--- src/rtl/mips_pkg.sv ---
// Shared datapath types for the 16-bit MIPS core.
// Sizes the register file and its address/data buses.
package mips_pkg;

   localparam int DATA_W = 16;
   localparam int ADDR_W = 3;
   localparam int DEPTH  = 1 << ADDR_W;

   typedef logic [DATA_W-1:0] word_t;
   typedef logic [ADDR_W-1:0] reg_addr_t;

   typedef logic [DEPTH-1:0][DATA_W-1:0] reg_bank_t;

   typedef struct packed {
      logic      en;
      reg_addr_t addr;
      word_t     data;
   } wr_req_t;

endpackage

--- src/rtl/register_file_if.sv ---
// Decode/writeback-facing bus of the register file.
// The master drives addresses and write data; the slave returns read data.
interface register_file_if;
   import mips_pkg::*;

   logic      write_EN;
   reg_addr_t reg_write_add;
   word_t     reg_write_data;
   reg_addr_t reg1_read_add;
   word_t     reg1_read_data;
   reg_addr_t reg2_read_add;
   word_t     reg2_read_data;

   modport master (
      output write_EN,
      output reg_write_add,
      output reg_write_data,
      output reg1_read_add,
      output reg2_read_add,
      input  reg1_read_data,
      input  reg2_read_data
   );

   modport slave (
      input  write_EN,
      input  reg_write_add,
      input  reg_write_data,
      input  reg1_read_add,
      input  reg2_read_add,
      output reg1_read_data,
      output reg2_read_data
   );

endinterface

--- src/rtl/rf_read_port.sv ---
// One combinational read port: a DEPTH:1 DATA_W-wide selector over the register bank.
module rf_read_port
   import mips_pkg::*;
(
   input  reg_bank_t i_regs,
   input  reg_addr_t i_addr,
   output word_t     o_data
);

   // Every ADDR_W-bit address is in range, so no default or bounds check is needed.
   assign o_data = i_regs[i_addr];

endmodule

--- src/rtl/register_file.sv ---
// Register file for the 16-bit MIPS datapath: one synchronous write port,
// two independent combinational read ports, no hard-wired zero register.
module register_file
   import mips_pkg::*;
(
   input  logic            clk,
   input  logic            rst,
   register_file_if.slave  rf
);

   reg_bank_t r_mem;
   wr_req_t   w_wr;
   word_t     w_rd1;
   word_t     w_rd2;

   assign w_wr.en   = rf.write_EN;
   assign w_wr.addr = rf.reg_write_add;
   assign w_wr.data = rf.reg_write_data;

   // Reset has priority, so writes presented while rst is high are dropped.
   always_ff @(posedge clk or posedge rst) begin
      if (rst) begin
         r_mem <= '0;
      end else if (w_wr.en) begin
         r_mem[w_wr.addr] <= w_wr.data;
      end
   end

   // Reads come straight from storage: no bypass, a same-cycle write shows after the edge.
   rf_read_port u_read1 (
      .i_regs (r_mem),
      .i_addr (rf.reg1_read_add),
      .o_data (w_rd1)
   );

   rf_read_port u_read2 (
      .i_regs (r_mem),
      .i_addr (rf.reg2_read_add),
      .o_data (w_rd2)
   );

   assign rf.reg1_read_data = w_rd1;
   assign rf.reg2_read_data = w_rd2;

endmodule

--- src/flat_wrapper.sv ---
// flat-port wrapper written by rule: the top's interface ports become plain ports
module register_file_flat import mips_pkg::*;
  (clk, rst, rf_write_EN, rf_reg_write_add, rf_reg_write_data, rf_reg1_read_add, rf_reg2_read_add, rf_reg1_read_data, rf_reg2_read_data);
  register_file_if rf_i ();
  input  logic clk;
  input  logic rst;
  input wire logic [$bits(rf_i.write_EN)-1:0] rf_write_EN;
  input wire logic [$bits(rf_i.reg_write_add)-1:0] rf_reg_write_add;
  input wire logic [$bits(rf_i.reg_write_data)-1:0] rf_reg_write_data;
  input wire logic [$bits(rf_i.reg1_read_add)-1:0] rf_reg1_read_add;
  input wire logic [$bits(rf_i.reg2_read_add)-1:0] rf_reg2_read_add;
  output wire logic [$bits(rf_i.reg1_read_data)-1:0] rf_reg1_read_data;
  output wire logic [$bits(rf_i.reg2_read_data)-1:0] rf_reg2_read_data;
  assign rf_i.write_EN = rf_write_EN;
  assign rf_i.reg_write_add = rf_reg_write_add;
  assign rf_i.reg_write_data = rf_reg_write_data;
  assign rf_i.reg1_read_add = rf_reg1_read_add;
  assign rf_i.reg2_read_add = rf_reg2_read_add;
  assign rf_reg1_read_data = rf_i.reg1_read_data;
  assign rf_reg2_read_data = rf_i.reg2_read_data;
  register_file u_core (.clk(clk), .rst(rst), .rf(rf_i));
endmodule
--- config.mk ---
export PLATFORM = sky130hd
export DESIGN_NAME = register_file_flat
export DESIGN_NICKNAME = d
export VERILOG_FILES = /design/src/rtl/mips_pkg.sv /design/src/rtl/register_file_if.sv /design/src/rtl/rf_read_port.sv /design/src/rtl/register_file.sv /design/src/flat_wrapper.sv
export SDC_FILE = /design/constraint.sdc
export NUM_CORES = 1
export LEC_CHECK = 0
export ABC_AREA = 0
export CORE_UTILIZATION = 55
export CTS_CLUSTER_SIZE = 10
export DETAILED_ROUTE_END_ITERATION = 6
export HOLD_SLACK_MARGIN = 0.15
export PLACE_DENSITY = 0.78
export SETUP_SLACK_MARGIN = 0.5
export SYNTH_ARGS = -nofsm -noshare
export SYNTH_HDL_FRONTEND = slang
export SYNTH_HIERARCHICAL = 1
export SYNTH_SLANG_ARGS = --single-unit
--- constraint.sdc ---
create_clock -name clk -period 4.45 [get_ports clk]
set_clock_uncertainty 0.05 [all_clocks]
set_input_delay 0.6675 -clock clk [delete_from_list [all_inputs] [get_ports clk]]
set_output_delay 0.6675 -clock clk [all_outputs]
set_load 0.1 [all_outputs]
# Word level (Yosys, flattened, before mapping)
# Index checks and enable logic that the tools add are counted.
# classes
reduce_logical	1
n_mux	7
order_cmp	4
# op_table
operator	count
bitwise mux 128 bit	1
binary-select mux 16 bit (select 3 bit)	2
demux 16 bit (select 3 bit)	1
2-to-1 mux 16 bit	3
less-than comparator 3 x 4 -> 1 bit (second input constant)	3
greater-or-equal comparator 3 x 1 -> 1 bit (second input constant)	1
logical AND 1 bit	1
# word_totals
inputBits	28
elab_cells	20
register_bits	128
output_inout_bits	32

# Longest topological paths before layout
# Gate-level depths: netlist of the first run.
# logic_depth
depth_word	5
depth_mapped	5
mapped_depth_nobuf	2

# Modules after synthesis
# The synthesis of the first run kept the hierarchy.
# by_module_without_submodules
module	cells_each	instances	seq_area_each_um2	area_each_um2
register_file	280	1	3203.1	4918.5
rf_read_port	57	2	0.0	1071.0

# Least setup slack after synthesis of the first run
# Ideal clock, no wire load.
# synth_path
path_type	input port to output port
start	input rf_reg1_read_add[0]
end	output rf_reg1_read_data[1]
t_required_ns	3.733
n_path_buf	2
slack_ns	1.798
cell_stages	4
arrival_ns	1.935
cell_sequence	buf_6 > buf_6 > mux4_1 > mux2_2
# synth_via
elab_chain_cells	2
# synth_lines
item	line	rtl
from (decl)	flat_wrapper.sv:10	input wire logic [$bits(rf_i.reg1_read_add)-1:0] rf_reg1_read_add;
binary-select mux 16 bit (select 3 bit)	rf_read_port.sv:11	assign o_data = i_regs[i_addr];
2-to-1 mux 16 bit (not written as such)	rf_read_port.sv:11	
to (decl)	flat_wrapper.sv:12	output wire logic [$bits(rf_i.reg1_read_data)-1:0] rf_reg1_read_data;
# No other way between the ends. The select of a mux whose other input is x is not followed.

# Final worst setup path of the first run
# layout_path
start	input rf_reg2_read_add[0]
end	output rf_reg2_read_data[12]
# layout_via
elab_chain_cells	2
# layout_lines
item	line	rtl
from (decl)	flat_wrapper.sv:11	input wire logic [$bits(rf_i.reg2_read_add)-1:0] rf_reg2_read_add;
binary-select mux 16 bit (select 3 bit)	rf_read_port.sv:11	
2-to-1 mux 16 bit (not written as such)	rf_read_port.sv:11	
to (decl)	flat_wrapper.sv:13	output wire logic [$bits(rf_i.reg2_read_data)-1:0] rf_reg2_read_data;
# No other way between the ends. The select of a mux whose other input is x is not followed.

==> results_dict.tcl, run 1 <==
set metrics [dict create \
    synth.yosys.warnings 6 \
    slew_violations 0 \
    met3_usage 0.0443 \
    synthMuxAreaShare 0.494 \
    end_kind "primary output" \
    syn-instance-count 394 \
    synth_top_family_by_area "multiplexers" \
    slowest_delay_ns 0.61 \
    ys_types 18 \
    synth_xor_area_frac 0 \
    synthSimpleGateAreaFrac 0.0161 \
    r2r-start "u_core/r_mem[120]" \
    syn_to_final_growth_pct 16.9 \
    worstHoldStart "u_core/r_mem[58]" \
    clkTransAtPathRegs_ns 0.05 \
    wl_per_cell_um 23.5 \
    critPathSlowestCell "mux4_1" \
    finalCriticalPeriod_ns 3.22 \
    grtUsageTotal 0.246 \
    synthAdderAreaFrac 0 \
    gp_congestion 0.731 \
    tns_ns 0 \
    crit_top_cell "buf_4" \
    clock_path_buffers 2 \
    grt_pass1_vias 4091 \
    vias 3945 \
    grtUsageMet2 0.402 \
    syn_avg_cell_area_um2 17.9 \
    io_pins 60 \
    cts_hold_buffers 0 \
    die_w_um 115 \
    whs_endpoint "u_core/r_mem[58]" \
    insertion_delay_ns 0.41 \
    cts-htree-levels 4 \
    port-buffer-count 59 \
    cts_resized 0 \
    clock-sinks 128 \
    crit_family "buffers and inverters" \
    ant_nets 0 \
    async_reset_ff_frac 1.00 \
    top_regs "u_core/r_mem (128)" \
    largest-register "u_core/r_mem" \
    hold_class "reg -> reg" \
    critPathMaxFanout 13 \
    grt_use_met1 0.336 \
    relSlewSlack 0.404 \
    power_leakage_uw 0.00359 \
    drtIter0Drc 214 \
    synth_compound_area_frac 0 \
    cp.required_ns 3.73 \
    hold_depth 1 \
    ys_ff_latch 128 \
    drc 0 \
    grt_first_pass_wirelength_um 23400 \
    critPathBufInv 3 \
    diodes 0 \
    hold_violations 0 \
    syn-cell-area_mm2 0.00706 \
    die_h_um 115 \
    synthTopCellsByCount "mux2_2, dfrtp_1, mux4_1, buf_6, mux2_4" \
    largest_reg_flops 128 \
    crit_arrival_ns 2.50 \
    core-area_mm2 0.0126 \
    post-cts-setup-buffer-count 0 \
    netlist_top_cells_area "dfrtp_1, mux2_2, mux4_1, mux4_2, mux2_4" \
    finish.net_count 479 \
    start_util 0.562 \
    detail_route.first_pass.iterations 4 \
    syn-num-nets 422 \
    fillers 841 \
    synth_ff_type "dfrtp_1" \
    synth_edf_count 0 \
    cts-root-buf "clkbuf_16" \
    finalSetupViolCount 0 \
    top_usage_layer "met2" \
    r2r_end "u_core/r_mem[120]" \
    peakVddDrop_v 0.000317 \
    grt_max_degree 72 \
    tritoncts "yes" \
    dp_hpwl_um 8850 \
    power.total_uw 4500 \
    fmax_mhz 311 \
    path_class "in -> out" \
    ys_seq_area_frac 0.454 \
    rows 41 \
    run_status "completed" \
    p_per_area_mw_per_mm2 545 \
    antenna_found_initial 0 \
    grt_overflow 0 \
    synth_top_area_share 0.454 \
    period_share 0.723 \
    avgViaCountPerCell 6.20 \
    synth_most_common_cell "mux2_2" \
    routed_wl_um 14900 \
    rsz0062_at_grt "false" \
    reg2reg_slack_ns 3.60 \
    die-area_mm2 0.0133 \
    reg2regPathDepth 1 \
    worst_slew_pin_slew_ns 0.894 \
    drv_cap 0 \
    cp-start-kind "input port" \
    synth_largest_area_cell "dfrtp_1" \
    cp_cell_sequence "buf_2 -> buf_4 -> mux4_1 -> mux2_2 -> buf_4" \
    cts-buffers-inserted 17 \
    drive_gt1_frac 0.543 \
]
[report_power, final]
part	switching (µW)	total [µW]	internal (µW)
Sequential	179	1600	1420
Combinational	919	1540	626
Clock	469	1350	884
Total	1570	4500	2930
[worst max-delay path by stage]
stage                                       end  depth (start not counted)                 from  slack, ns
after global placement    rf_reg2_read_data[12]                          5  rf_reg2_read_add[0]       1.24
final                     rf_reg2_read_data[12]                          5  rf_reg2_read_add[0]       1.23
after CTS                 rf_reg2_read_data[12]                          5  rf_reg2_read_add[0]       1.24
after detailed placement  rf_reg2_read_data[12]                          5  rf_reg2_read_add[0]       1.24
after floorplan            rf_reg1_read_data[1]                          4  rf_reg1_read_add[0]       1.80
after global routing      rf_reg2_read_data[12]                          5  rf_reg2_read_add[0]       1.18
[per-layer routing]
| layer | part of all wire | up-vias |
|---|---|---|
| li1 | - | 1724 |
| met1 | 0.45 | 2148 |
| met2 | 0.51 | 61 |
| met3 | 0.025 | 12 |
| met4 | 0.012 | 0 |
| met5 | 0 | - |
[area by class of cell]
cell class | instances | area, µm² | share of cell area
Clock inverter | 4 | 45.0 | 0.00546
Inverter | 1 | 7.51 | 0.000909
Sequential cell | 128 | 3200 | 0.388
Tap cell | 172 | 215 | 0.0261
Clock buffer | 28 | 547 | 0.0662
Timing Repair Buffer | 71 | 603 | 0.0731
Multi-Input combinational cell | 232 | 3630 | 0.440
[metrics by stage]
stage | instance area (µm²) | cells | setup slack, ns | utilization | hold WS (ns)
floorplan | 7060 | 394 | 1.80 | - | 0.435
global placement | 7660 | 604 | 1.24 | 0.610 | 0.445
detailed placement | 7660 | 604 | 1.24 | 0.610 | 0.454
CTS | 8260 | 636 | 1.24 | 0.657 | 0.465
global route | 8260 | 636 | 1.18 | 0.657 | 0.478
finish | 8260 | 636 | 1.23 | 0.657 | 0.463
[layout by cell type (no fill, tap or decap)]
cell type        count
and4bb_2             1
buf_12               1
buf_2                2
buf_4               43
bufinv_16            1
clkbuf_1             3
clkbuf_16           17
clkbuf_8             8
clkdlybuf4s50_1     25
clkinv_2             3
clkinvlp_4           1
dfrtp_1            128
mux2_2             150
mux2_4              10
mux4_1              56
mux4_2               8
nand4_2              1
nand4b_2             3
nor4b_4              1
nor4bb_4             2
[logic make-up after synthesis]
logic type | count (synthesis)
multiplexers | 224
flip-flops | 128
buffers and inverters | 34
AND/OR/NAND/NOR | 8
Note: power is estimated with default switching activity, not from simulation.
==> run 2: changes to the inputs <==
- clock period: 4.45 -> 3 ns (I/O delays scaled with it)
==> results_dict.tcl, run 2 (synthesis results as in run 1) <==
set metrics [dict create \
    run_status "completed" \
    power_leakage_uw 0.00380 \
    port-buffer-count 59 \
    slowest_delay_ns 0.58 \
    top_regs "u_core/r_mem (128)" \
    end_kind "primary output" \
    grt_first_pass_wirelength_um 25700 \
    cp_cell_sequence "buf_4 -> buf_12 -> mux4_1 -> mux2_2 -> buf_12" \
    finalSetupViolCount 0 \
    dp_hpwl_um 8800 \
    rows 41 \
    hold_violations 0 \
    clkTransAtPathRegs_ns 0.05 \
    largest_reg_flops 128 \
    slew_violations 0 \
    rsz0062_at_grt "false" \
    start_util 0.562 \
    crit_arrival_ns 1.95 \
    cts-buffers-inserted 17 \
    crit_top_cell "buf_12" \
    hold_depth 1 \
    grtUsageTotal 0.274 \
    gp_congestion 0.693 \
    drive_gt1_frac 0.545 \
    whs_endpoint "u_core/r_mem[10]" \
    grt_overflow 0 \
    critPathSlowestCell "mux4_1" \
    reg2regPathDepth 1 \
    period_share 0.816 \
    relSlewSlack 0.417 \
    holdWs_ns 0.463 \
    layout_commonest_cell "mux2_2" \
    diodes 0 \
    power.total_uw 7120 \
    clock_path_buffers 2 \
    cp-start-kind "input port" \
    reg2reg_slack_ns 2.09 \
    peakVddDrop_v 0.000479 \
    insertion_delay_ns 0.41 \
    die_w_um 115 \
    cp.required_ns 2.50 \
    worstHoldStart "u_core/r_mem[10]" \
    tritoncts "yes" \
    drv_cap 0 \
    clock-sinks 128 \
    largest-register "u_core/r_mem" \
    fmax_mhz 409 \
    tns_ns 0 \
    antenna_found_initial 0 \
    path_class "in -> out" \
    die-area_mm2 0.0133 \
    critPathMaxFanout 16 \
    layout_common_cells "mux2_2, dfrtp_1, mux4_1, buf_12, clkdlybuf4s50_1" \
    cts-root-buf "clkbuf_16" \
    drtIter0Drc 235 \
    r2r-start "u_core/r_mem[0]" \
    avgViaCountPerCell 6.37 \
    p_per_area_mw_per_mm2 812 \
    r2r_end "u_core/r_mem[0]" \
    finish.net_count 482 \
    finalCriticalPeriod_ns 2.45 \
    drc 0 \
    cts-htree-levels 4 \
    syn_to_final_growth_pct 24.3 \
    crit_family "multiplexers" \
    routed_wl_um 16600 \
    grt_pass1_vias 4360 \
    core-area_mm2 0.0126 \
    cts_hold_buffers 0 \
    setup_slack_ns 0.553 \
    vias 4050 \
    grt_max_degree 129 \
    dpl_worst_slack_ns 0.267 \
    final_core_util 0.698 \
    hold_class "reg -> reg" \
    worst_slew_pin_slew_ns 0.872 \
    die_h_um 115 \
    critPathBufInv 3 \
    io_pins 60 \
    ant_nets 0 \
    detail_route.first_pass.iterations 5 \
    wl_per_cell_um 26.1 \
]
==> run 2: report_power, final <==
part	switching, µW	internal [µW]	total (µW)
Clock	736	1240	1980
Sequential	269	2110	2380
Combinational	1470	1290	2760
==> run 2: metrics by stage <==
| stage | instance area (µm²) | std cells |
|---|---|---|
| final | 8780 | 636 |
| after global routing | 8780 | 636 |
| after floorplan | 7060 | 394 |
| after global placement | 8130 | 604 |
| after CTS | 8770 | 636 |
| after detailed placement | 8130 | 604 |
==> run 2: metal layers <==
layer  wire length [µm]  track usage  vias up
li1                   -            -     1725
met1               6640        0.348     2190
met2               8940        0.476      121
met3                847       0.0532       14
met4                199       0.0848        0
met5                  0            0        -
==> run 2: final cells by class <==
class / instances / area, µm²
clock buffer: 21 / 460
clock inverter: 8 / 90.1
fill: 784 / 3790
inverter: 1 / 7.51
multi-input combinational: 232 / 3630
sequential: 128 / 3200
tap: 172 / 215
timing repair buffer: 74 / 1160
==> run 2: how the worst max path moves through the flow <==
stage                              from               endpoint  slack (ns)  cells past startpoint
floorplan           rf_reg1_read_add[0]   rf_reg1_read_data[1]        0.78                      4
global placement    rf_reg_write_add[1]      u_core/r_mem[119]        0.33                      3
detailed placement  rf_reg_write_add[1]      u_core/r_mem[113]        0.27                      3
CTS                 rf_reg2_read_add[2]   rf_reg2_read_data[1]        0.56                      5
global route        rf_reg2_read_add[0]  rf_reg2_read_data[14]        0.52                      5
finish              rf_reg1_read_add[0]  rf_reg1_read_data[12]        0.55                      5
==> run 2: what timing repair did <==
item	4_1_cts	5_1_grt
pin swaps	0	0
setup endpoints to repair	29	1
setup buffers	0	0
hold endpoints to repair	0	0
gates resized for setup	3	1
cloned	3	0
==> run 3: changes to the inputs <==
- CORE_UTILIZATION: 55 -> 53
- PLACE_DENSITY: 0.78 -> 0.79
- clock period: 3 -> 2 ns (I/O delays scaled with it)
==> results_dict.tcl, run 3 (synthesis results as in run 1) <==
set metrics [dict create \
    run_status "finished with violations" \
    violations "setup timing" \
    diodes 0 \
    die_w_um 117 \
    tritoncts "yes" \
    dpl_worst_slack_ns -0.251 \
    layout_commonest_cell "dfrtp_1" \
    drv_cap 0 \
    wl_met3_um 1290 \
    top_regs "u_core/r_mem (128)" \
    cts-buffers-inserted 17 \
    dp_hpwl_um 9750 \
    syn_to_final_growth_pct 32.9 \
    rsz0062_at_grt "true" \
    p_per_area_mw_per_mm2 1230 \
    ant_nets 0 \
    drc 0 \
    dp.cells 620 \
    core-area_mm2 0.0128 \
    start_util 0.551 \
    r2r-start "u_core/r_mem[116]" \
    worst_slew_pin_slew_ns 0.396 \
    hold_violations 0 \
    grt_first_pass_wirelength_um 27800 \
    die-area_mm2 0.0138 \
    gp_congestion 0.729 \
    die_h_um 117 \
    drive_gt1_frac 0.697 \
    finalSetupViolCount 32 \
    dr.max_layer_used "met4" \
    port-buffer-count 59 \
    clock-sinks 128 \
    avgViaCountPerCell 6.28 \
    fmax_mhz 464 \
    grt_overflow 0 \
    rows 41 \
    drtIter0Drc 307 \
    largest_reg_flops 128 \
    insertion_delay_ns 0.42 \
    period_share 1.08 \
    routed_wl_um 17500 \
    antenna_found_initial 1 \
    placed_cell_area_mm2 0.00840 \
    largest-register "u_core/r_mem" \
    wl_met2_um 8870 \
    wl_per_cell_um 25.6 \
    crit_start "u_core/r_mem[6]" \
    power.total_uw 11500 \
    final_core_util 0.732 \
    clock_path_buffers 2 \
    grtUsageTotal 0.274 \
    end_kind "primary output" \
    cts-htree-levels 4 \
    path_class "reg -> out" \
    finish.net_count 527 \
    routedLengthMet1_um 6920 \
    clkTransAtPathRegs_ns 0.06 \
    peakVddDrop_v 0.000704 \
    setup_slack_ns -0.153 \
    grt_max_degree 65 \
    final_area_mm2 0.00939 \
    io_pins 60 \
    cts-root-buf "clkbuf_16" \
    finalCriticalPeriod_ns 2.15 \
    relSlewSlack 0.735 \
    worstHoldStart "u_core/r_mem[89]" \
    layout_common_cells "dfrtp_1, mux2_2, mux2_4, mux4_2, buf_12" \
    hold_class "reg -> reg" \
    critPathMaxFanout 3 \
    slew_violations 0 \
    crit_arrival_ns 1.80 \
    cp-start-kind "register" \
    vias 4296 \
    cp.required_ns 1.65 \
    detail_route.first_pass.iterations 4 \
    power_leakage_uw 0.00406 \
    grt_pass1_vias 4680 \
    instances_no_fill 684 \
]
[run 3: changes by cell type in the layout (fill, tap and decap cells not counted), sizes merged]
cell           previous run  this run
clkinvlp                  1         2
buf                      46        92
dlygate4sd2               1         5
clkbuf                   21        22
bufinv                    2         4
clkinv                    6         5
bufbuf                    3         1
clkdlybuf4s50            23        19
dlygate4sd3               0         1
[run 3: critical path, stage by stage, from the launching register on]
cell and delay [ns]:
dfrtp_1 0.40, mux4_2 0.50, mux2_4 0.30, buf_12 0.17
[run 3: repair_timing]
item,4_1_cts,5_1_grt
cloned,4,0
endpoints found under the hold margin,3,0
setup buffers,17,10
hold buffers,1,0
endpoints found under the setup margin,96,48
pin swaps,3,1
resized for setup,20,5
[run 3: through the flow]
| step | setup TNS (ns) | hold slack, ns |
|---|---|---|
| after global routing | -4.66 | 0.492 |
| after CTS | -3.73 | 0.472 |
| after global placement | -6.87 | 0.446 |
| after floorplan | 0 | 0.398 |
| after detailed placement | -6.95 | 0.456 |
| final | -3.56 | 0.476 |
[run 3: area by class of cell]
| type | count | area [µm²] |
|---|---|---|
| multi-input combinational | 232 | 3640 |
| fill | 759 | 3440 |
| sequential | 128 | 3200 |
| timing repair buffer | 119 | 1680 |
| clock buffer | 22 | 484 |
| tap | 172 | 215 |
| clock inverter | 10 | 156 |
| inverter | 1 | 7.51 |
[run 3: power by group]
part | switching, µW | internal (µW)
logic | 2310 | 2290
registers | 449 | 3170
clock network | 1120 | 2210
total | 3880 | 7670
[run 3: worst paths after layout]
kind                       slack, ns  cells past startpoint                   end
min                             0.48                      1      u_core/r_mem[89]
min in group asynchronous       0.68                      3      u_core/r_mem[40]
min reg2reg                     0.48                      1      u_core/r_mem[89]
max reg2reg                     0.89                      3     u_core/r_mem[116]
max in group asynchronous       0.62                      4       u_core/r_mem[0]
max                            -0.15                      3  rf_reg1_read_data[6]
[run 3: layer usage]
layer / track usage / vias to the layer above
met4: 0.110 / 0
met2: 0.437 / 177
met1: 0.356 / 2313
met5: 0 / -
met3: 0.0764 / 39
li1: - / 1767
